--- config.mk ---
export PLATFORM = sky130hd
export DESIGN_NAME = pet_char_shifter
export DESIGN_NICKNAME = d
export VERILOG_FILES = /design/src/rtl/pet_video_pkg.sv /design/src/rtl/pet_blink_counter.sv /design/src/rtl/pet_char_shifter.sv
export SDC_FILE = /design/constraint.sdc
export NUM_CORES = 1
export LEC_CHECK = 0
export ABC_AREA = 0
export CORE_MARGIN = 2
export CORE_UTILIZATION = 52
export CTS_CLUSTER_DIAMETER = 80
export CTS_CLUSTER_SIZE = 14
export DETAILED_ROUTE_END_ITERATION = 10
export PLACE_DENSITY = 0.83
export RECOVER_POWER = 100
export SYNTH_ARGS = -nofsm -noshare
export SYNTH_HDL_FRONTEND = slang
export SYNTH_SLANG_ARGS = --single-unit
export TNS_END_PERCENT = 10
--- constraint.sdc ---
create_clock -name clk -period 4 [get_ports clk]
set_clock_uncertainty 0.15 [all_clocks]
set_input_delay 0.8 -clock clk [delete_from_list [all_inputs] [get_ports clk]]
set_output_delay 0.8 -clock clk [all_outputs]
set_load 0.02 [all_outputs]
--- src/rtl/pet_video_pkg.sv ---
// Shared types and constants for the PET character pixel pipeline.
package pet_video_pkg;

    localparam int CHAR_W     = 8;   // pixels per character cell / ROM row width
    localparam int CHARADDR_W = 11;  // {gfx, code[6:0], row[2:0]}
    localparam int PIPE_CHARS = 2;   // character slots between matrix fetch and first pixel

    // Timing/control flags that travel down the pipeline alongside the pixels.
    typedef struct packed {
        logic de;
        logic cursor;
        logic hsync;
        logic vsync;
        logic hblank;
        logic vblank;
    } vid_ctl_t;

    // Character-ROM address: charset select, character code, raster row.
    function automatic logic [CHARADDR_W-1:0] make_charaddr(
        input logic       gfx,
        input logic [6:0] code,
        input logic [2:0] row
    );
        return {gfx, code, row};
    endfunction

endpackage

--- src/rtl/pet_blink_counter.sv ---
// Cursor blink generator: counts vsync rising edges and toggles the blink
// phase every BLINK_FRAMES frames.
module pet_blink_counter #(
    parameter int BLINK_FRAMES = 16
) (
    input  logic clk,
    input  logic reset,
    input  logic ce_pix,
    input  logic vsync,
    output logic blink
);

    localparam int CNT_W = (BLINK_FRAMES > 1) ? $clog2(BLINK_FRAMES) : 1;
    localparam logic [CNT_W-1:0] LAST_FRAME = CNT_W'(BLINK_FRAMES - 1);

    logic             vsync_prev_reg;
    logic [CNT_W-1:0] count_reg;
    logic             blink_reg;
    logic             vsync_rise;

    // vsync is only looked at on pixel enables, matching the upstream timing
    assign vsync_rise = ce_pix & vsync & ~vsync_prev_reg;

    // Frame counter with wrap; the blink phase flips on each wrap
    always_ff @(posedge clk) begin
        if (reset) begin
            vsync_prev_reg <= 1'b0;
            count_reg      <= '0;
            blink_reg      <= 1'b0;
        end else begin
            if (ce_pix) begin
                vsync_prev_reg <= vsync;
            end
            if (vsync_rise) begin
                if (count_reg == LAST_FRAME) begin
                    count_reg <= '0;
                    blink_reg <= ~blink_reg;
                end else begin
                    count_reg <= count_reg + 1'b1;
                end
            end
        end
    end

    assign blink = blink_reg;

endmodule

--- src/rtl/pet_char_shifter.sv ---
// PET pixel stage: fetches the character-ROM row for each screen-matrix byte,
// serialises it MSB first with reverse-video / cursor / blanking, and delays
// the timing flags by the same two character slots so everything stays aligned.
module pet_char_shifter
    import pet_video_pkg::*;
#(
    parameter int BLINK_FRAMES = 16
) (
    input  logic                  clk,
    input  logic                  reset,
    input  logic                  ce_pix,
    input  logic                  char_load,
    input  logic [7:0]            video_data,
    input  logic [4:0]            vid_ra,
    input  logic                  vid_de,
    input  logic                  vid_cursor,
    input  logic                  vid_hsync,
    input  logic                  vid_vsync,
    input  logic                  vid_hblank,
    input  logic                  vid_vblank,
    input  logic                  video_gfx,
    input  logic                  video_blank,
    output logic [CHARADDR_W-1:0] charaddr,
    input  logic [CHAR_W-1:0]     chardata,
    output logic                  pix,
    output logic                  hsync_o,
    output logic                  vsync_o,
    output logic                  hblank_o,
    output logic                  vblank_o,
    output logic                  de_o
);

    logic                  load;
    vid_ctl_t              ctl_in;

    // Stage 0: matrix byte, ROM address, incoming flags
    logic [CHAR_W-1:0]     m_byte_reg;
    logic [CHARADDR_W-1:0] charaddr_reg;
    vid_ctl_t              ctl0_reg;

    // Stage 1: ROM row and inversion decision
    logic [CHAR_W-1:0]     row1_reg;
    logic                  inv1_reg;
    vid_ctl_t              ctl1_reg;
    logic [CHAR_W-1:0]     row1_next;
    logic                  inv1_next;

    // Stage 2: shifter and output-aligned flags
    logic [CHAR_W-1:0]     shreg_reg;
    logic [CHAR_W-1:0]     shreg_shifted;
    logic                  inv2_reg;
    vid_ctl_t              ctl2_reg;

    logic                  blink;
    logic                  unused_bits;

    assign load   = ce_pix & char_load;
    assign ctl_in = {vid_de, vid_cursor, vid_hsync, vid_vsync, vid_hblank, vid_vblank};

    pet_blink_counter #(
        .BLINK_FRAMES (BLINK_FRAMES)
    ) u_blink (
        .clk    (clk),
        .reset  (reset),
        .ce_pix (ce_pix),
        .vsync  (vid_vsync),
        .blink  (blink)
    );

    // Outside the display area the row is forced dark and never inverted,
    // so a reverse byte in the border cannot light it up.
    always_comb begin
        row1_next = ctl0_reg.de ? chardata : '0;
        inv1_next = ctl0_reg.de & (m_byte_reg[7] ^ (ctl0_reg.cursor & blink));
    end

    // Left shift with zero fill: an exhausted register shows only the inversion bit
    genvar gi;
    generate
        for (gi = 0; gi < CHAR_W; gi++) begin : g_shift
            if (gi == 0) begin : g_fill
                assign shreg_shifted[gi] = 1'b0;
            end else begin : g_bit
                assign shreg_shifted[gi] = shreg_reg[gi-1];
            end
        end
    endgenerate

    // Three-stage character pipeline; a load takes priority over the shift
    always_ff @(posedge clk) begin
        if (reset) begin
            m_byte_reg   <= '0;
            charaddr_reg <= '0;
            ctl0_reg     <= '0;
            row1_reg     <= '0;
            inv1_reg     <= 1'b0;
            ctl1_reg     <= '0;
            shreg_reg    <= '0;
            inv2_reg     <= 1'b0;
            ctl2_reg     <= '0;
        end else if (ce_pix) begin
            if (load) begin
                m_byte_reg   <= video_data;
                charaddr_reg <= make_charaddr(video_gfx, video_data[6:0], vid_ra[2:0]);
                ctl0_reg     <= ctl_in;
                row1_reg     <= row1_next;
                inv1_reg     <= inv1_next;
                ctl1_reg     <= ctl0_reg;
                shreg_reg    <= row1_reg;
                inv2_reg     <= inv1_reg;
                ctl2_reg     <= ctl1_reg;
            end else begin
                shreg_reg    <= shreg_shifted;
            end
        end
    end

    assign charaddr = charaddr_reg;
    // Blanking gates only the pixel; the timing flags still pass through
    assign pix      = (shreg_reg[CHAR_W-1] ^ inv2_reg) & ~video_blank;
    assign hsync_o  = ctl2_reg.hsync;
    assign vsync_o  = ctl2_reg.vsync;
    assign hblank_o = ctl2_reg.hblank;
    assign vblank_o = ctl2_reg.vblank;
    assign de_o     = ctl2_reg.de;

    // Upper raster-row bits, the character code after addressing, and the
    // delayed cursor flag have no consumer at the output.
    assign unused_bits = &{1'b0, vid_ra[4:3], m_byte_reg[6:0], ctl2_reg.cursor};

endmodule

==> run_results.csv, run 1 <==
group,metric,value,unit
outcome,status,"finished clean",
finish,finish.net_count,307,
critical_path,reg2reg_to,"u_blink.count_reg[0]",
global_route,met1_usage,0.2339,
sta,holdWs,0.2986,ns
route,drc,0,
power,pwr_density_cell,378.0,nW/um^2
route,vias,1624,
global_route,grt_use_met2,0.3007,
global_route,grtUsageTotal,0.1831,
min_path,whs_endpoint,"ctl1_reg[3]",
route,viasPerCell,5.043,
finish,drive_above_1_share,0.04015,
critical_path,end_kind,"flop",
placement,gp_congestion,0.6992,
global_route,grt.busiest_layer,"met2",
yosys,synth_cell_type_count,24,
cts,postCtsSetupBuffers,0,
cts,clk_latency,0.30,ns
sta,worstMarginPinSlew,0.9235,ns
finish,antenna_cells,0,
route,wl,3774,microns
die,fp.dieArea,4513,sq um
route,dr.pass1.iters,4,
die,io_pins,50,
power,power,946.4,uW
finish,fillers,330,
sta,drv_slew,0,
global_route,grt_max_degree,54,
min_path,hold_path.class,"reg -> reg",
cts,clock-sinks,52,
yosys,ys_top_cells_by_area,"dfxtp_1 (50%), nand2_1 (13%), a21oi_1 (9.6%)",
global_route,grt_pass1_wl,6272,microns
yosys,syn-cell-area,2076,sq um
critical_path,crit_arrival,3.00,ns
sta,setup_tns,0,ns
global_route,grt_pass1_vias,1427,
min_path,hold_path_depth,2,
die,chipHeight,67.18,microns
finish,syn2layout_area_growth,20.61,%
critical_path,crit_path_max_fanout,38,
critical_path,required,4.03,ns
route,ant_nets,0,
route,wl_per_cell,11.72,microns
yosys,ys_warn_count,0,
global_route,grt_util_met3,0.05833,
cts,post_cts_hold_buffer_count,0,
finish,layout_common_cells,"nand2_1 (70), dfxtp_1 (52), a21oi_1 (40)",
sta,period_minus_slack,2.973,ns
cts,clkTransAtPathRegs,0.09,ns
sta,maxSlewHeadroom,0.3843,
yosys,synth_top_area_frac,0.5015,
cts,cts_tree,"built",
cts,cts.path.max_buffers,2,
global_route,antenna_found_initial,0,
yosys,syn_inst,243,
sta,fmax,0.3364,GHz
global_route,grt.overflow.total,0,
critical_path,reg2reg_slack,2.59,ns
critical_path,criticalPathCategory,"in -> reg",
power,vdd_drop_max,0.0002702,V
sta,setup_viol,0,
die,initial_core_util,0.5545,
finish,mostFrequentLayoutCell,"nand2_1",
placement,post-dp-hpwl,2373,microns
cts,htree_levels,2,
yosys,avgSynthCellArea,8.542,sq um
die,fp-row-count,22,
placement,place.port_buffers,47,
route,drt_iter0_drc,108,
sta,finalHoldViolCount,0,
cts,cts.repair.resized,0,
power,leakagePower,0.0009187,uW
critical_path,startpoint_type,"input pin",
critical_path,r2r.worst_path.cells,4,
die,core,3744,sq um
cts,cts_made_buffers,5,
critical_path,reg2reg_from,"u_blink.count_reg[0]",
flow_run,maxCapViolations,0,
yosys,synth_nets,277,
yosys,yosys.area.top_type,"dfxtp_1",
sta,rsz0062_at_grt,"no",
sta,post-route-period-util,0.7433,
yosys,synth_seq_cells,52,
cts,cts_root_buf,"clkbuf_8",
die,die_w,67.18,microns
yosys,synth_seq_area_share,0.5015,
min_path,min_from,"ctl0_reg[3]",
## critical path: stages
cell and delay (ns):
dlygate4sd3_1 0.52, clkbuf_1 0.66, nand2_2 0.66, nand3b_1 0.25
o21ai_0 0.11
## layer usage
metal,share of wire,vias up
met1,0.48,719
li1,-,857
met4,0.0042,0
met5,0,-
met2,0.46,46
met3,0.058,2
## area by class of cell
cell class / count / area (sq um) / area share
tap: 48 / 60.06 / 0.02399
timing repair buffer: 48 / 469.2 / 0.1874
clock inverter: 2 / 15.01 / 0.005997
multi-input combinational: 166 / 835.8 / 0.3338
clock buffer: 6 / 82.58 / 0.03298
sequential: 52 / 1041 / 0.4158
## synthesized netlist by cell type, drive strengths merged
library cell / n
a211oi: 7
a31oi: 1
dfxtp: 52
nor2: 11
nand2b: 1
nand3b: 3
and2: 1
a21oi: 40
or3b: 1
nand2: 71
buf: 19
mux2i: 9
ha: 1
o21ai: 2
clkbuf: 6
xor2: 2
or3: 2
xnor2: 1
nand3: 12
nand4b: 1
## logic make-up after synthesis
| kind of cell | synth area share |
|---|---|
| flip-flops | 0.5015 |
| adder cells (fa/ha/maj) | 0.006027 |
| AND/OR/NAND/NOR | 0.2170 |
| AO/OA/AOI/OAI | 0.1296 |
| multiplexers | 0.04340 |
| XOR/XNOR | 0.01266 |
| buffers and inverters | 0.08981 |
## worst max path at each step
stage               cells after the start   startpoint        to  slack (ns)
floorplan                               1  video_blank       pix        1.96
global placement                        3  video_blank       pix        1.16
detailed placement                      3  video_blank       pix        1.15
CTS                                     3  video_blank       pix        1.15
global route                            5       ce_pix  inv1_reg        0.77
finish                                  5       ce_pix  inv1_reg        1.03
## report_power, final
part           internal (uW)  leakage [uW]  switching [uW]  total [uW]
Clock                    140     0.0000434             168         308
Combinational           47.8      0.000452            48.6        96.4
Sequential               533      0.000423            9.05         542
## metrics by stage
step | setup slack, ns | area [sq um] | cells | util
final | 1.027 | 2504 | 322 | 0.6688
after global routing | 0.7657 | 2504 | 322 | 0.6688
after CTS | 1.148 | 2520 | 322 | 0.6731
after detailed placement | 1.154 | 2422 | 314 | 0.6471
after global placement | 1.158 | 2422 | 314 | 0.6471
after floorplan | 1.957 | 2076 | 243 | -
No activity file was read; power rests on OpenSTA's default activity.
==> run 2, diff against run 1 <==
CORE_UTILIZATION = 44   (was 52)
PLACE_DENSITY = 0.75   (was 0.83)
clock period = 2.4 ns   (was 4 ns; I/O delays follow)
==> run_results.csv, run 2 (synthesis gave the netlist of run 1 again) <==
group,metric,value,unit
route,vias,1628,
cts,cts.path.max_buffers,2,
die,io_pins,50,
finish,drive_above_1_share,0.04676,
critical_path,cp_slowest_cell,"dlygate4sd3_1",
power,power,1522,uW
critical_path,criticalPathCategory,"in -> out",
flow_run,maxCapViolations,0,
sta,period_minus_slack,2.275,ns
die,chipHeight,72.69,microns
route,drt_iter0_drc,144,
finish,fillers,423,
sta,setup_tns,0,ns
sta,fmax,0.4395,GHz
min_path,hold_path.class,"reg -> reg",
sta,drv_slew,0,
critical_path,required,1.77,ns
die,die_w,72.69,microns
power,clkPwrFrac,0.298,
placement,gp_congestion,0.7518,
cts,cts_root_buf,"clkbuf_8",
placement,place.port_buffers,47,
cts,clock-sinks,52,
sta,worstMarginPinSlew,0.7102,ns
cts,postCtsSetupBuffers,0,
sta,post-route-period-util,0.9481,
sta,rsz0062_at_grt,"no",
power,seq_power_share,0.593,
cts,post_cts_hold_buffer_count,0,
route,drc,0,
placement,placed_cell_area,2465,sq um
cts,clk_latency,0.29,ns
finish,antenna_cells,0,
critical_path,path_buf_inv,2,
finish,multiInputGateArea,832.0,sq um
power,power_frac_comb,0.109,
global_route,grt_max_degree,39,
global_route,grt_pass1_wl,6886,microns
critical_path,reg2reg_slack,1.05,ns
power,cellInternalPower,1170,uW
sta,maxSlewHeadroom,0.5266,
critical_path,crit_arrival,1.65,ns
die,core,4444,sq um
finish,ff_latch_area,1041,sq um
global_route,antenna_found_initial,0,
sta,finalHoldViolCount,0,
critical_path,cp_cell_sequence,"clkdlybuf4s50_1 -> nor2_1 -> dlygate4sd3_1",
die,initial_core_util,0.4671,
critical_path,crit_path_max_fanout,1,
power,leakagePower,0.0009376,uW
critical_path,end_kind,"primary output",
sta,setup_viol,0,
power,switching_share,0.2310,
route,wl_per_cell,11.48,microns
power,vdd_drop_max,0.0003699,V
critical_path,cp_top_family,"buffers and inverters",
cts,cts_made_buffers,5,
cts,cts.repair.resized,0,
finish,finish.net_count,312,
die,fp.dieArea,5283,sq um
finish,mostFrequentLayoutCell,"nand2_1",
placement,post-dp-hpwl,2527,microns
cts,cts_tree,"built",
route,dr.pass1.iters,4,
power,pwr_density_cell,603.9,nW/um^2
finish,syn2layout_area_growth,21.40,%
cts,htree_levels,2,
finish,layout_common_cells,"nand2_1 (71), dfxtp_1 (52), a21oi_1 (40)",
critical_path,cp_slowest_stage_delay,0.67,ns
route,wl,3789,microns
power,netSwitchingPower,351.6,uW
die,fp-row-count,24,
cts,clkTransAtPathRegs,0.08,ns
global_route,grtUsageTotal,0.1656,
outcome,status,"finished clean",
global_route,grt.overflow.total,0,
global_route,grt_pass1_vias,1573,
route,viasPerCell,4.933,
route,ant_nets,0,
finish,final_area,2520,sq um
critical_path,startpoint_type,"input pin",
[run 2: cell count changes in the layout (fill, tap and decap cells not counted)]
cell and delta:
buf_4 +4, clkinvlp_4 -2, and2_2 +1, and2_4 -1
clkbuf_1 +1, clkbuf_2 +1, clkbuf_8 -1, clkinv_2 +1
nand2_1 +1, nand2_2 -1
[run 2: path summary, 6_finish.rpt]
kind,end,cells after the start,start
max,pix,3,video_blank
min,m_byte_reg[4],2,m_byte_reg[4]
max reg2reg,u_blink.count_reg[0],4,u_blink.count_reg[0]
min reg2reg,m_byte_reg[4],2,m_byte_reg[4]
[run 2: power by group through the flow]
stage	logic [uW]	clock network (uW)	registers [uW]
finish	166	453	903
global route	186	510	907
CTS	176	480	904
detailed placement	175	0	925
floorplan	107	0	923
global placement	174	0	923
[run 2: area by class of cell]
cell class	count	share of cell area
clock inverter	1	0.001986
timing repair buffer	53	0.2001
tap	52	0.02582
sequential	52	0.4131
clock buffer	6	0.02880
multi-input combinational	166	0.3302
[run 2: stage by stage]
| stage | util | hold WS (ns) | std cells | setup WS [ns] |
|---|---|---|---|---|
| floorplan | - | 0.2816 | 243 | 0.9971 |
| global placement | 0.5546 | 0.2863 | 323 | 0.1973 |
| detailed placement | 0.5546 | 0.2946 | 323 | 0.1830 |
| CTS | 0.5721 | 0.3060 | 330 | 0.1774 |
| global route | 0.5670 | 0.3215 | 330 | 0.09221 |
| finish | 0.5670 | 0.3011 | 330 | 0.1247 |
[run 2: routing by layer]
metal  up-vias  GRT usage  wire length (microns)
li1        868          -                      -
met1       718     0.2050                   1824
met2        37     0.2606                   1639
met3         5    0.06906                    276
met4         0    0.05556                     48
met5         -          0                      0
[run 2: worst min-delay path, stage by stage (launching register included)]
cell and delay [ns]:
dfxtp_1 0.31, nand2_1 0.05, a21oi_1 0.05
